File: src/rtl/fi_pkg.sv
// Shared types, default widths and the fault overlay helper for the fault-injection actuator.
package fi_pkg;

  typedef enum logic [1:0] {
    STUCK0    = 2'd0,
    STUCK1    = 2'd1,
    FLIP_ONCE = 2'd2,
    FLIP_CONT = 2'd3
  } fi_mode_e;

  typedef enum logic [1:0] {
    IDLE   = 2'd0,
    DELAY  = 2'd1,
    INJECT = 2'd2,
    DONE   = 2'd3
  } fi_state_e;

  localparam int FI_N_SOI = 3;
  localparam int FI_DLY_W = 16;
  localparam int FI_DUR_W = 8;

  // Value a faulted bit takes under the given mode.
  function automatic logic fi_overlay(input fi_mode_e m, input logic b);
    case (m)
      STUCK0:  return 1'b0;
      STUCK1:  return 1'b1;
      default: return ~b;
    endcase
  endfunction

endpackage

File: src/rtl/fi_countdown.sv
// Loadable down-counter that saturates at zero; expire flags the last counted cycle (value==1).
module fi_countdown #(
  parameter int W = 16
) (
  input  logic         clk,
  input  logic         reset,
  input  logic         load,
  input  logic         en,
  input  logic [W-1:0] load_val,
  output logic [W-1:0] value,
  output logic         expire
);

  always_ff @(posedge clk) begin
    if (reset)                   value <= '0;
    else if (load)               value <= load_val;
    else if (en && value != '0)  value <= value - 1'b1;
  end

  assign expire = (value == W'(1));

endmodule

File: src/rtl/fi_injector.sv
// Fault-injection actuator: overlays a delayed stuck-at / bit-flip fault on one SOI bit.
// Optional FI_INJECT_LOG_EN adds a cycle counter and a log report on INJECT entry.
module fi_injector
  import fi_pkg::*;
#(
  parameter  int N_SOI = FI_N_SOI,
  parameter  int DLY_W = FI_DLY_W,
  parameter  int DUR_W = FI_DUR_W,
  localparam int TGT_W = (N_SOI > 1) ? $clog2(N_SOI) : 1
) (
  input  logic             clk,
  input  logic             reset,
  input  logic             cmd_valid,
  output logic             cmd_ready,
  input  logic [TGT_W-1:0] cmd_target,
  input  logic [1:0]       cmd_mode,
  input  logic [DLY_W-1:0] cmd_delay,
  input  logic [DUR_W-1:0] cmd_duration,
  input  logic             abort,
  input  logic [N_SOI-1:0] soi_in,
  output logic [N_SOI-1:0] soi_out,
  output logic             inj_active,
  output logic             done,
  output logic             cmd_err
);

  fi_state_e        state, state_n;
  fi_mode_e         mode_q;
  logic [TGT_W-1:0] tgt_q;
  logic             accept, tgt_ok, start;
  logic             dly_load, dly_en, dly_expire;
  logic             dur_load, dur_en, dur_expire;
  logic [DLY_W-1:0] dly_val;
  logic [DUR_W-1:0] dur_val;

  assign cmd_ready  = (state == IDLE);
  assign accept     = cmd_valid && cmd_ready && !abort;
  assign tgt_ok     = 32'(cmd_target) < 32'(N_SOI);
  assign start      = accept && tgt_ok;
  assign inj_active = (state == INJECT);
  assign done       = (state == DONE);

  fi_countdown #(.W(DLY_W)) u_dly (
    .clk      (clk),
    .reset    (reset),
    .load     (dly_load),
    .en       (dly_en),
    .load_val (cmd_delay),
    .value    (dly_val),
    .expire   (dly_expire)
  );

  // Duration is loaded at accept and held untouched through DELAY.
  fi_countdown #(.W(DUR_W)) u_dur (
    .clk      (clk),
    .reset    (reset),
    .load     (dur_load),
    .en       (dur_en),
    .load_val (cmd_duration),
    .value    (dur_val),
    .expire   (dur_expire)
  );

  always_ff @(posedge clk) begin
    if (reset) begin
      state   <= IDLE;
      mode_q  <= STUCK0;
      tgt_q   <= '0;
      cmd_err <= 1'b0;
    end else begin
      state   <= state_n;
      cmd_err <= accept && !tgt_ok;
      if (start) begin
        mode_q <= fi_mode_e'(cmd_mode);
        tgt_q  <= cmd_target;
      end
    end
  end

  always_comb begin
    state_n  = state;
    dly_load = 1'b0;
    dly_en   = 1'b0;
    dur_load = 1'b0;
    dur_en   = 1'b0;
    if (abort) begin
      state_n = IDLE;
    end else begin
      case (state)
        IDLE: begin
          if (start) begin
            dly_load = 1'b1;
            dur_load = 1'b1;
            state_n  = (cmd_delay == '0) ? INJECT : DELAY;
          end
        end
        DELAY: begin
          if (dly_expire) state_n = INJECT;
          else            dly_en  = 1'b1;
        end
        INJECT: begin
          // A zero duration never expires, so the fault holds until abort.
          if (mode_q == FLIP_ONCE || dur_expire) state_n = DONE;
          else                                   dur_en  = 1'b1;
        end
        default: state_n = IDLE;
      endcase
    end
  end

  for (genvar i = 0; i < N_SOI; i++) begin : g_soi
    assign soi_out[i] = (inj_active && tgt_q == TGT_W'(i)) ? fi_overlay(mode_q, soi_in[i])
                                                           : soi_in[i];
  end

`ifdef FI_INJECT_LOG_EN
  logic [31:0] cycle_cnt;

  always_ff @(posedge clk) begin
    if (reset) begin
      cycle_cnt <= '0;
    end else begin
      cycle_cnt <= cycle_cnt + 32'd1;
      if (state != INJECT && state_n == INJECT)
        $display("fiLogInjection target=%0d mode=%0d cycle=%0d",
                 int'(state == IDLE ? cmd_target : tgt_q),
                 int'(state == IDLE ? fi_mode_e'(cmd_mode) : mode_q),
                 int'(cycle_cnt));
    end
  end
`endif

endmodule

File: config.mk
export PLATFORM = sky130hd
export DESIGN_NAME = fi_injector
export DESIGN_NICKNAME = d
export VERILOG_FILES = /design/src/rtl/fi_pkg.sv /design/src/rtl/fi_countdown.sv /design/src/rtl/fi_injector.sv
export SDC_FILE = /design/constraint.sdc
export NUM_CORES = 1
export LEC_CHECK = 0
export CORE_MARGIN = 2
export CORE_UTILIZATION = 51
export DETAILED_ROUTE_END_ITERATION = 10
export PLACE_DENSITY = 0.8
export SYNTH_ARGS = -nofsm -noshare
export SYNTH_HDL_FRONTEND = slang
export SYNTH_SLANG_ARGS = --single-unit
File: constraint.sdc
create_clock -name clk -period 2.55 [get_ports clk]
set_clock_uncertainty 0.15 [all_clocks]
set_input_delay 0.6375 -clock clk [delete_from_list [all_inputs] [get_ports clk]]
set_output_delay 0.6375 -clock clk [all_outputs]
set_load 0.05 [all_outputs]
==> reports/qor.yml <==
layout_setup_ws_ns: 0.0938
max_stage_delay_ns: 0.34
final_net_count: 341
die-height_um: 66.2
hpwl_um: 3620
leakagePower_nw: 0.960
crit_type: "reg2out"
cts_sinks: 31
ys_warn_count: 0
use_met1_pct: 30.4
dr.pass1.iters: 4
cp.required_ns: 1.76
power_mw: 1.43
hold_viol: 0
seq_area_frac_synth_pct: 31.4
nFillCells: 305
reg2regPathDepth: 5
syn_area_um2: 1980
start_util_pct: 53.6
track_usage_pct: 25.1
cp_top_family: "flip-flops"
cp_slowest_cell: "dfxtp_1"
cts_tree: "built"
worst_ir_drop_vdd_v: 0.000426
rrSetupSlack_ns: 0.11
crit_chain: "inv_1 -> ha_4 -> nor3b_2 -> mux2_2 -> buf_4"
ioPinCount: 42
period_share_pct: 96.3
finalSetupViolations: 0
grt_busiest_layer: "met2"
hold_depth: 2
hold_path_startpoint: "mode_q[0]$_SDFFE_PP0P_"
crit_path_end_kind: "primary output"
die_area_um2: 4390
r2r-start: "u_dur.value[4]$_SDFFE_PP0P_"
synth_seq_cells: 31
fmax_ghz: 0.407
drc: 0
num_antenna_cells: 0
synthDistinctLibCells: 46
r2r-end: "state[1]$_SDFFE_PP0P_"
cp_max_fo: 8
num_rows: 22
numCtsBuffers: 5
crit_start: "state[0]$_SDFFE_PP0P_"
synth_cells: 241
synth_area_leader_cell: "dfxtp_1"
drt_iter0_markers: 121
clk_latency_ns: 0.28
ys_async_sr_fraction_pct: 0
grt_overflow: 0
port_buffers: 41
rsz0062_at_grt: "no"
synth_edf_count: 0
cts_buffer_depth: 2
cts-root-buf: "clkbuf_8"
vias: 1977
pre_cts_ws_ns: -0.121
grt_first_pass_wirelength_um: 8590
drv_cap: 0
synth_area_leaders: "dfxtp_1 31%, nor2_1 7.2%, a211oi_1 6.5%"
layout-drive-gt1-share_pct: 16.1
core_um2: 3690
powerDensity_nw_per_um2: 531
cp.arrival_ns: 1.67
status: "finished, final reports clean"
cp.depth: 5
dieWidth_um: 66.2
synth_ff_type: "dfxtp_1"
tightestPinTransition_ns: 0.553
syn_nets: 285
relSlewSlack_pct: 62.8
syn_area_per_cell_um2: 8.20
grt_use_met2_pct: 44.8
period_needed_ns: 2.46
grt_pass1_vias: 1986
wirelength_um: 4920
htreeDepth: 2
antenna_found_initial: 0
routabilityCongestion: 0.848
drtAntennaViolNets: 0
slew_viol_final: 0
grt_max_degree: 45
grt_util_met3_pct: 4.09
post-cts-setup-buffers: 0
wire_per_inst_um: 14.2
viasPerCell: 5.71
synth.top_cell.area_share_pct: 31.4
clkTransAtPathRegs_ns: 0.06
critPathLaunchType: "flip-flop"
setup.worst_path.end: "soi_out[0]"
hp-class: "reg2reg"
areaGrowthSynthToFinish_pct: 36.2
worst-path-buf-inv: 2
-- cell usage in the layout, fill, tap and decap left out, types with 3 or more instances in the layout --
cell,n
xnor2_1,5
a211oi_1,17
o21ai_0,4
nor3b_1,3
nand4b_1,5
a21oi_1,8
dfxtp_1,31
mux2_2,3
buf_12,3
clkbuf_8,7
inv_1,8
nor3_1,13
a31oi_1,3
nand3_1,4
xor2_1,9
nand3b_1,4
nor2_1,38
ha_1,8
clkdlybuf4s50_1,35
a311oi_1,4
buf_4,23
nor4_1,9
nand4_1,5
nand2_1,13
nor2b_1,3
-- tightest hold or removal path, stage by stage (launching register included) --
cell and delay (ns):
dfxtp_1 0.31, nand2_1 0.05, a21oi_1 0.05
-- repair_timing --
| action | 4_1_cts | 5_1_grt |
|---|---|---|
| endpoints found under the setup margin | 1 | 2 |
| pin swaps | 0 | 1 |
| hold buffers | 0 | 0 |
| resized for setup | 2 | 1 |
| hold endpoints to repair | 0 | 0 |
-- cell families (layout without fill, tap and decap cells) --
group,Yosys count,after routing,share of synthesized area (%)
compound gates,49,49,19.3
xor+xnor,14,14,6.21
fa+ha+maj,9,9,5.70
buf+inv,20,77,3.80
flops,31,31,31.4
mux,3,3,1.71
simple gates,115,115,31.9
-- power breakdown --
part	internal [mW]	switching, mW	total, mW
combinational	0.205	0.231	0.435
clock	0.246	0.178	0.424
sequential	0.525	0.0449	0.569
total	0.975	0.454	1.43
-- cell usage after synthesis (3+ instances only) --
cell type	count
clkbuf_1	11
nand2_1	13
dfxtp_1	31
mux2_2	3
nor3b_1	4
ha_1	9
nand3b_1	4
inv_1	8
xnor2_1	5
a31oi_1	3
nor3_1	13
xor2_1	9
a211oi_1	17
a21oi_1	8
o21ai_0	4
a311oi_1	4
nand3_1	4
nor2b_1	3
nor2_1	38
nor4_1	9
nand4_1	5
nand4b_1	5
-- cell type report --
class,count,area [um2],share of cell area [%]
timing repair buffer,61,583,21.7
sequential,31,621,23.1
multi-input combinational,190,1300,48.2
clock buffer,8,100,3.72
inverter,8,30.0,1.12
tap,48,60.1,2.23
-- state kept, by name (all words and copies together), names as in the netlist --
register / count
cmd_err: 1
mode_q: 2
u_dly.value: 16
tgt_q: 2
u_dur.value: 8
state: 2
-- metal layers --
layer / vias up / part of all wire [%] / routed length (um)
met5: - / 0 / 0
met1: 925 / 45 / 2230
met4: 0 / 1.1 / 52
li1: 1005 / - / -
met3: 7 / 3.4 / 166
met2: 40 / 50 / 2470
-- worst min path at each step --
stage | to | slack (ns)
floorplan | mode_q[0]$_SDFFE_PP0P_ | 0.29
global placement | mode_q[0]$_SDFFE_PP0P_ | 0.30
detailed placement | mode_q[0]$_SDFFE_PP0P_ | 0.30
CTS | mode_q[0]$_SDFFE_PP0P_ | 0.31
global route | mode_q[0]$_SDFFE_PP0P_ | 0.34
finish | mode_q[0]$_SDFFE_PP0P_ | 0.31
-- per-stage QoR --
step           hold slack [ns]  cell area, um2  TNS [ns]  std cells  util [%]
2_1_floorplan            0.294            1980         0        241         -
3_3_place_gp             0.301            2570   -0.0739        338      69.8
3_5_place_dp             0.304            2570    -0.161        338      69.8
4_1_cts                  0.313            2690         0        346      72.8
5_1_grt                  0.341            2690         0        346      73.0
6_report                 0.313            2690         0        346      73.0
Note: power is estimated with default switching activity, not from simulation.
